File: src/rtl/gcd_pkg.sv
// gcd_pkg: shared FSM state type, default sizes and rotating-priority pick helper
package gcd_pkg;
  typedef enum logic [1:0] {IDLE, RUN, DONE} state_t;
  localparam int N_REQ_DEF = 4;
  localparam int WIDTH_DEF = 16;
  localparam int MAX_REQ = 32;
  function automatic logic [MAX_REQ-1:0] rr_pick(input logic [MAX_REQ-1:0] valid, input int ptr, input int n);
    int idx;
    rr_pick = '0;
    for (int k = MAX_REQ - 1; k >= 0; k--) begin
      idx = ptr + k >= n ? ptr + k - n : ptr + k;
      if (k < n) begin
        if (valid[idx]) begin
          rr_pick = '0;
          rr_pick[idx] = 1'b1;
        end
      end
    end
  endfunction
endpackage

File: src/rtl/gcd_iter_core.sv
// gcd_iter_core: Euclid subtract-and-swap GCD engine, one step per clock
module gcd_iter_core
  import gcd_pkg::*;
#(
  parameter int WIDTH = WIDTH_DEF
) (
  input  logic             clk,
  input  logic             rst,
  input  logic             start,
  input  logic [WIDTH-1:0] a_in,
  input  logic [WIDTH-1:0] b_in,
  output logic             done,
  output logic [WIDTH-1:0] result
);
  logic [WIDTH-1:0] r_a, r_b;
  logic r_run;
  always_ff @(posedge clk) begin
    if (rst) begin
      r_run <= 1'b0;
      r_a <= '0;
      r_b <= '0;
    end else if (start) begin
      r_run <= 1'b1;
      r_a <= a_in;
      r_b <= b_in;
    end else if (r_run) begin
      if (r_b == '0) begin
        r_run <= 1'b0;
      end else if (r_a < r_b) begin
        r_a <= r_b;
        r_b <= r_a;
      end else begin
        r_a <= r_a - r_b;
      end
    end
  end
  assign done = r_run && (r_b == '0);
  assign result = r_a;
endmodule

File: src/rtl/gcd_share_ctrl.sv
// gcd_share_ctrl: round-robin sharing of one iterative GCD engine among N_REQ requesters
module gcd_share_ctrl
  import gcd_pkg::*;
#(
  parameter int N_REQ = N_REQ_DEF,
  parameter int WIDTH = WIDTH_DEF,
  localparam int ID_W = $clog2(N_REQ)
) (
  input  logic                   clk,
  input  logic                   rst,
  input  logic [N_REQ-1:0]       req_valid,
  input  logic [N_REQ*WIDTH-1:0] req_a,
  input  logic [N_REQ*WIDTH-1:0] req_b,
  output logic [N_REQ-1:0]       req_ready,
  output logic                   rsp_valid,
  input  logic                   rsp_ready,
  output logic [ID_W-1:0]        rsp_id,
  output logic [WIDTH-1:0]       rsp_result,
  output logic                   busy
);
  state_t r_state;
  logic [ID_W-1:0] r_ptr, w_gid, w_next;
  logic [N_REQ-1:0] w_pick;
  logic [WIDTH-1:0] w_a, w_b, w_result;
  logic w_fire, w_done;
  assign w_pick = N_REQ'(rr_pick(MAX_REQ'(req_valid), int'(r_ptr), N_REQ));
  assign req_ready = (r_state == IDLE) ? w_pick : '0;
  assign w_fire = |(req_valid & req_ready);
  always_comb begin
    w_gid = '0;
    for (int i = 0; i < N_REQ; i++) w_gid = req_ready[i] ? ID_W'(i) : w_gid;
  end
  assign w_next = (w_gid == ID_W'(N_REQ - 1)) ? '0 : w_gid + 1'b1;
  assign w_a = req_a[w_gid*WIDTH +: WIDTH];
  assign w_b = req_b[w_gid*WIDTH +: WIDTH];
  gcd_iter_core #(.WIDTH(WIDTH)) u_core (
    .clk    (clk),
    .rst    (rst),
    .start  (w_fire),
    .a_in   (w_a),
    .b_in   (w_b),
    .done   (w_done),
    .result (w_result)
  );
  always_ff @(posedge clk) begin
    if (rst) begin
      r_state <= IDLE;
      r_ptr <= '0;
      rsp_valid <= 1'b0;
      rsp_id <= '0;
      rsp_result <= '0;
      busy <= 1'b0;
    end else if (r_state == IDLE) begin
      if (w_fire) begin
        r_state <= RUN;
        r_ptr <= w_next;
        rsp_id <= w_gid;
        busy <= 1'b1;
      end
    end else if (r_state == RUN) begin
      if (w_done) begin
        r_state <= DONE;
        rsp_valid <= 1'b1;
        rsp_result <= w_result;
      end
    end else if (rsp_ready) begin
      r_state <= IDLE;
      rsp_valid <= 1'b0;
      busy <= 1'b0;
    end
  end
endmodule

File: config.mk
export PLATFORM = sky130hd
export DESIGN_NAME = gcd_share_ctrl
export DESIGN_NICKNAME = d
export VERILOG_FILES = /design/src/rtl/gcd_pkg.sv /design/src/rtl/gcd_iter_core.sv /design/src/rtl/gcd_share_ctrl.sv
export SDC_FILE = /design/constraint.sdc
export NUM_CORES = 1
export LEC_CHECK = 0
export CAP_MARGIN = 20
export CORE_UTILIZATION = 45
export DETAILED_ROUTE_END_ITERATION = 16
export PLACE_DENSITY_LB_ADDON = 0.15
export SLEW_MARGIN = 15
export SYNTH_ARGS = -nofsm -noshare
export SYNTH_HDL_FRONTEND = slang
export SYNTH_SLANG_ARGS = --single-unit
File: constraint.sdc
create_clock -name clk -period 3.95 [get_ports clk]
set_clock_uncertainty 0.05 [all_clocks]
set_input_delay 0.395 -clock clk [delete_from_list [all_inputs] [get_ports clk]]
set_output_delay 0.395 -clock clk [all_outputs]
set_load 0.005 [all_outputs]
== After elaboration in Yosys (flattened, before gate mapping) ==
Index checks and enable logic that the tools add are counted.
W data, S select, Z words.

* Input port bits: 135
* Register bits: 57
* Word-level logic and storage cells: 117
* Output and inout port bits: 24

* Eq/ne operators: 7
* Bitwise gates (word level): 2
* $lt $le $gt $ge: 13
* $add $sub $neg: 9
* Reductions and logical operators: 20
* Muxes and demuxes: 55
* Shifts and indexed selects: 2

{| class="wikitable"
|+ Operator list
! kind !! count
|-
| $ge A32 B1 Y1 const B || 4
|-
| $lt A32 B7 Y1 const B || 4
|-
| $mux W16 || 8
|-
| $mux W32 || 4
|-
| $shiftx A64 B7 Y16 || 2
|-
| $ge A32 B4 Y1 const B || 3
|-
| $sub A32 B4 Y32 const B || 3
|-
| $mux W1 || 22
|-
| $bmux W1 S5 || 4
|-
| $demux W1 S5 || 4
|-
| $mux W4 || 5
|-
| $logic_not A16 Y1 || 1
|-
| $lt A16 B16 Y1 || 1
|-
| $mux W2 || 8
|-
| $sub A16 B16 Y16 || 1
|-
| $reduce_and A3 Y1 || 5
|-
| $reduce_bool A2 Y1 || 4
|-
| $add A2 B2 Y3 const B || 2
|-
| $ne A2 B1 Y1 const B || 3
|-
| $logic_and A1 B1 Y1 || 5
|-
| $and A4 B4 Y4 || 1
|-
| $reduce_and A2 Y1 || 2
|-
| $reduce_or A4 Y1 || 1
|-
| $sub A2 B3 Y4 const B || 1
|-
| 10 further kinds || 10
|}

== Depth between registers and ports, before layout ==
* Depth in word-level cells: 17
* Gate-level depth with buffers: 14
* Gate-level depth less buffers: 11

== By module ==
A second synthesis with hierarchy kept.

* Cell total of the unflattened synthesis: 623
* Area total of the unflattened synthesis: 4793.3 sq um

{| class="wikitable"
|+ By module, submodules not included
! module !! area an instance (sq um) !! instances !! seq. area each (sq um) !! cells an instance
|-
| gcd_iter_core || 2516.2 || 1 || 660.6 || 324
|-
| gcd_share_ctrl || 2277.2 || 1 || 480.5 || 299
|}

== Least setup slack after synthesis ==
Ideal clock, no wire load.

* Kind: reg2reg
* From: register r_ptr[1]
* To: register u_core.r_a[15] (netlist: u_core.result[15])
* Path buffers: 4
* Arrival: 3.226 ns
* Setup time: 0.124 ns
* Clock period less this slack: 3.400 ns
* Stages on the path, launching flop included: 15
* Setup slack: 0.550 ns
* Data required time: 3.776 ns
* Cells stage by stage: dfxtp_1 -> clkbuf_1 -> inv_1 -> ha_1 -> mux4_2 -> a211o_1 -> a31oi_1 -> a31o_2 -> buf_2 -> buf_2 -> buf_4 -> mux2i_1 -> a21oi_1 -> o21ai_0 -> o31ai_1

* Word-level cells in the longest chain between the ends: 17
* Elaborated cells on any way between the ends: 62
* Those cells by class: 7 x add/sub; 12 x order compare; 1 x eq/ne; 1 x shift; 33 x mux; 1 x bitwise; 7 x reduce/logical

{| class="wikitable"
|+ Ends and longest elaborated chain
! item !! RTL line !! source
|-
| from (decl) || gcd_share_ctrl.sv:22 || <nowiki>logic [ID_W-1:0] r_ptr, w_gid, w_next;</nowiki>
|-
| from (signal assigned) || gcd_share_ctrl.sv:56 || <nowiki>r_ptr <= w_next;</nowiki>
|-
| $add A2 B2 Y3 || gcd_pkg.sv:11 || <nowiki>idx = ptr + k >= n ? ptr + k - n : ptr + k;</nowiki>
|-
| $sub A32 B4 Y32 / $ge A32 B4 Y1 (equally long branches) || gcd_pkg.sv:11 ||
|-
| $mux W32 || gcd_pkg.sv:11 ||
|-
| $ge A32 B1 Y1 (not written as such) / $lt A32 B7 Y1 (equally long branches) || gcd_pkg.sv:15 || <nowiki>rr_pick[idx] = 1'b1;</nowiki>
|-
| $logic_and A1 B1 Y1 (not written as such) || gcd_pkg.sv:15 ||
|-
| $mux W1 (not written as such) || gcd_pkg.sv:15 ||
|-
| $demux W1 S5 || gcd_pkg.sv:15 ||
|-
| $mux W4 (3 in a row) || gcd_pkg.sv:13 || <nowiki>if (valid[idx]) begin</nowiki>
|-
| $mux W4 (*) || gcd_pkg.sv:13 ||
|-
| $mux W4 (*) || gcd_share_ctrl.sv:27 || <nowiki>assign req_ready = (r_state == IDLE) ? w_pick : '0;</nowiki>
|-
| named net req_ready[1] || gcd_share_ctrl.sv:14 || <nowiki>output logic [N_REQ-1:0] req_ready,</nowiki>
|-
| $mux W1 || gcd_share_ctrl.sv:31 || <nowiki>for (int i = 0; i < N_REQ; i++) w_gid = req_ready[i] ? ID_W'(i) : w_gid;</nowiki>
|-
| $mux W2 (2 in a row) || gcd_share_ctrl.sv:31 ||
|-
| $shiftx A64 B7 Y16 || gcd_share_ctrl.sv:34 || <nowiki>assign w_a = req_a[w_gid*WIDTH +: WIDTH];</nowiki>
|-
| $mux W16 || gcd_iter_core.sv:22 || <nowiki>end else if (start) begin</nowiki>
|-
| to (signal assigned) || gcd_iter_core.sv:24 || <nowiki>r_a <= a_in;</nowiki>
|-
| to (signal assigned) || gcd_iter_core.sv:30 || <nowiki>r_a <= r_b;</nowiki>
|-
| to (signal assigned) || gcd_iter_core.sv:33 || <nowiki>r_a <= r_a - r_b;</nowiki>
|-
| to (decl) || gcd_iter_core.sv:15 || <nowiki>logic [WIDTH-1:0] r_a, r_b;</nowiki>
|}

The timed path passes the listed nets; every way through them passes the cells marked *. The select of a mux whose other input is x is not followed.
A chain may end at the register's enable or synchronous reset.

== Worst setup path after layout ==
* From: register r_ptr[1]
* To: output port req_ready[1]

* Word-level cells in the longest chain between the ends: 12
* Elaborated cells on any way between the ends: 52
* Those cells by class: 7 x add/sub; 12 x order compare; 29 x mux; 4 x reduce/logical

{| class="wikitable"
|+ Ends and longest elaborated chain
! item !! RTL line
|-
| $add A2 B2 Y3 || gcd_pkg.sv:11
|-
| $sub A32 B4 Y32 / $ge A32 B4 Y1 (equally long branches) || gcd_pkg.sv:11
|-
| $mux W32 || gcd_pkg.sv:11
|-
| $ge A32 B1 Y1 (not written as such) / $lt A32 B7 Y1 (equally long branches) || gcd_pkg.sv:15
|-
| $logic_and A1 B1 Y1 (not written as such) || gcd_pkg.sv:15
|-
| $mux W1 (not written as such) || gcd_pkg.sv:15
|-
| $demux W1 S5 || gcd_pkg.sv:15
|-
| $mux W4 (3 in a row) || gcd_pkg.sv:13
|-
| $mux W4 (*) || gcd_pkg.sv:13
|-
| $mux W4 (*) || gcd_share_ctrl.sv:27
|-
| to (decl) || gcd_share_ctrl.sv:14
|}

Mark *: on every way between the ends. The rest lies on a longest branch, timed or not. The select of a mux whose other input is x is not followed.

==> metrics.md <==
| Metric | Value |
|---|---|
| Commonest cells after routing, fill and taps aside | `clkdlybuf4s50_1, nor2_1, a21oi_1, dfxtp_1, mux2i_1` |
| Final Hold Viols | `0` |
| Cts-stage hold buffer count | `0` |
| Worst-case clock buffer depth | `2` |
| Count of input and output buffers | `roughly 160` |
| Fmax | `approximately 270 MHz` |
| Via density per instance | `slightly below 6` |
| Clock-pin transition on the worst setup and hold timing paths | `0.07 ns` |
| H-tree Lvls | `3` |
| Via count of the first global-routing pass | `~5.4k` |
| Power Total | `5.70 mW` |
| Initial DRT Pass Iterations | `5` |
| Internal power of the cells | `2.84 mW` |
| First-pass GRT wire length | `28.1 mm` |
| Dpl cells | `around 900` |
| Top flip-flop cell by instance count after synthesis | `dfxtp_1` |
| Number of nets in the synthesized netlist | `about 760` |
| Signal arrival time at the worst endpoint | `3.31 ns` |
| Setup TNS | `0 ns` |
| Sw Pwr | `2.85 mW` |
| Sink Count | `57` |
| Sequential group share of total power | `between 15 and 20%` |
| Number of synthesized register bits | `57` |
| Clock root buffer | `clkbuf_8` |
| Transition time at the pin with the least slew margin | `1.00 ns` |
| Proportion of total power due to net switching | `50.1%` |
| Post-CTS Repair Setup Buffers | `0` |
| Power density over the cells | `851 nW/um^2` |
| Multi-input logic area | `~3300 um^2` |
| Gate Count Post-Synth | `608` |
| Reported leakage power | `2.69 nW` |
| Routed length per instance | `19.6 um` |
| Period utilisation layout | `between 90% and 100%` |
| Data required time at the worst endpoint | `3.50 ns` |
| Clock tree from TritonCTS | `yes` |
| Site row count | `37` |
| Worst-case setup slack after placement | `0.338 ns` |
| Maximum number of pins on one net before global-route repair | `between 50 and 60` |
| Ys Warns | `0` |
| Number of failing setup endpoints in the final timing report | `0` |
| Skew-Pair Late Insertion Delay | `0.35 ns` |
| Category of the critical setup timing path | `reg -> out` |
| Residual DRC count | `0` |
| Fraction of final layout cells sized beyond drive strength 1 | `7.24%` |
| Number of nets with antenna violations after detailed routing | `0` |
| DRT iter0 DRCs | `316` |
| Max-cap violations | `0` |
| Effective utilization at floorplan | `between 40% and 50%` |
| Resized Gates After CTS | `0` |
| Post-Synthesis Cell Area | `roughly 4700 um^2` |
| Crit path capture type | `output pin` |
| Clock network fraction of total power | `10.5%` |
| Overall Global Routing Usage | `33.0%` |
| Mean instance size in the synthesized netlist | `7.76 um^2` |
| Post-synth EDFFs | `0` |
| Post-synthesis to final-layout area growth | `42.0%` |
| Y dimension of the die | `104 um` |
| Number of filler cells placed in the layout | `893` |
| Slew Limit Fails | `0` |
| Min Tclk post-route | `3.75 ns` |
| Category of the worst setup path launch point | `flop` |
| Total die area | `10,900 um^2` |
| Number of antenna violations at the first check in global routing | `0` |
| Share of async-settable or async-resettable flops after synthesis | `0%` |
| Non-filler cells in the finished layout | `896` |
| Final antenna diode count | `0` |
| Die Span X | `104 um` |
| Part of the total power dissipated in combinational logic | `73.5%` |
| Largest fanout on the critical path | `12` |
| Total CTS buffers | `9` |
| Run status | `completed` |
| Slew HR | `33.2%` |
| Total congestion overflow after global routing | `0` |
| HP Class | `in -> reg` |
| Utilization of the core after routing | `65.5%` |
| Last weighted congestion value of the routability-driven placer | `0.938` |
| Setup repair after global routing missed its margin | `no` |
| Final net count | `912` |
| Number of ports placed on the die boundary | `159` |
| Detailed Place HPWL | `13.8 mm` |
| Max IR drop VDD | `around 530 uV` |
| Final critical-path setup slack | `0.197 ns` |
| DRT Wirelength | `17.5 mm` |
| Seq/Total Area, Yosys | `approximately 24%` |
| Total via count in the routed design | `5,336` |
| Area of the core region | `approximately 10,000 um^2` |
| Register Area | `1140 um^2` |
| Most common library cell in the layout ignoring fill and taps | `clkdlybuf4s50_1` |
| Post-synth cell types | `67` |
==> final cells by class <==
type / count / share of cell area, %
Timing Repair Buffer: 181 / 26.5
Sequential cell: 57 / 17.0
Clock inverter: 2 / 0.523
Inverter: 27 / 1.51
Multi-Input combinational cell: 480 / 49.2
Tap cell: 136 / 2.54
Clock buffer: 13 / 2.67
==> path summary, 6_finish.rpt <==
path,cells past startpoint,slack [ns],startpoint,to
max reg2reg,10,0.39,u_core.r_b[2],u_core.result[3]
min,2,0.41,rst,rsp_result[2]
max,7,0.20,r_ptr[1],req_ready[1]
min reg2reg,2,0.42,busy,busy
==> metrics by stage <==
stage | hold slack (ns) | instance area (um^2)
floorplan | 0.403 | 4720
global placement | 0.392 | 6480
detailed placement | 0.409 | 6480
CTS | 0.414 | 6700
global route | 0.419 | 6700
finish | 0.412 | 6700
==> routing by layer <==
metal / GRT usage [%] / vias up / share of wire [%]
met4: 16.1 / 0 / 4.4
met1: 37.6 / 2514 / 40
met3: 4.64 / 50 / 4.1
li1: - / 2562 / -
met5: 0 / - / 0
met2: 59.9 / 210 / 52
==> power groups by stage <==
stage / Combinational (mW) / Clock (mW) / Sequential (mW)
finish: 4.19 / 0.600 / 0.911
global route: 4.58 / 0.629 / 0.923
CTS: 4.14 / 0.601 / 0.906
detailed placement: 4.12 / 0 / 0.918
global placement: 4.07 / 0 / 0.915
floorplan: 2.95 / 0 / 0.839
==> worst max-delay path, cell delays in order, from the launching register on <==
cell	delay [ns]
dfxtp_1	0.33
inv_1	0.13
ha_1	0.37
mux4_2	0.59
a211o_1	0.32
a31oi_1	0.21
a31o_2	0.41
clkdlybuf4s50_1	0.59
==> Yosys cell counts (2+ instances only) <==
cell	n	area share, %
o31ai_1	5	0.80
nor3b_1	2	0.32
nand2b_1	3	0.40
xor2_1	3	0.56
nor2b_1	15	2.0
o32ai_1	2	0.37
a2111o_1	2	0.48
nand4_1	2	0.27
a21o_1	2	0.32
nor3_1	6	0.64
buf_2	8	0.85
buf_4	4	0.64
nor4_1	4	0.53
mux2i_1	56	12
o221ai_1	2	0.37
nand2_1	43	3.4
xnor2_1	5	0.93
mux2_2	2	0.48
or4_1	3	0.48
o211ai_1	11	1.8
nor2_1	69	5.5
clkbuf_1	30	2.4
a211oi_1	21	3.3
nand3_1	13	1.4
o21bai_1	2	0.32
mux4_2	3	1.4
a221oi_1	16	3.0
a21oi_1	60	6.4
ha_1	20	5.3
a211o_1	5	0.93
and2_1	6	0.80
a2111oi_4	2	1.2
o21ai_0	46	4.9
a32o_1	9	1.9
buf_1	2	0.16
dfxtp_1	57	24
a311oi_1	5	0.93
inv_1	25	2.0
o21a_1	7	1.1
or2_2	3	0.40
==> kinds of logic (layout without fill, tap and decap cells) <==
group | Yosys count | count (layout) | share of synthesized area, %
XOR/XNOR | 8 | 8 | 1.49
flip-flops | 57 | 57 | 24.2
AO/OA/AOI/OAI | 214 | 214 | 31.3
AND/OR/NAND/NOR | 176 | 176 | 17.3
adder cells (fa/ha/maj) | 21 | 21 | 5.73
multiplexers | 61 | 61 | 13.8
buffers and inverters | 71 | 223 | 6.18
==> state kept, by name, summed over array words and instances, names as in the netlist <==
register,cells
u_core.r_b,16
rsp_result,16
u_core.result,16
u_core.r_run,1
rsp_valid,1
r_ptr,2
busy,1
rsp_id,2
r_state,2
Note: power is estimated with default switching activity, not from simulation.
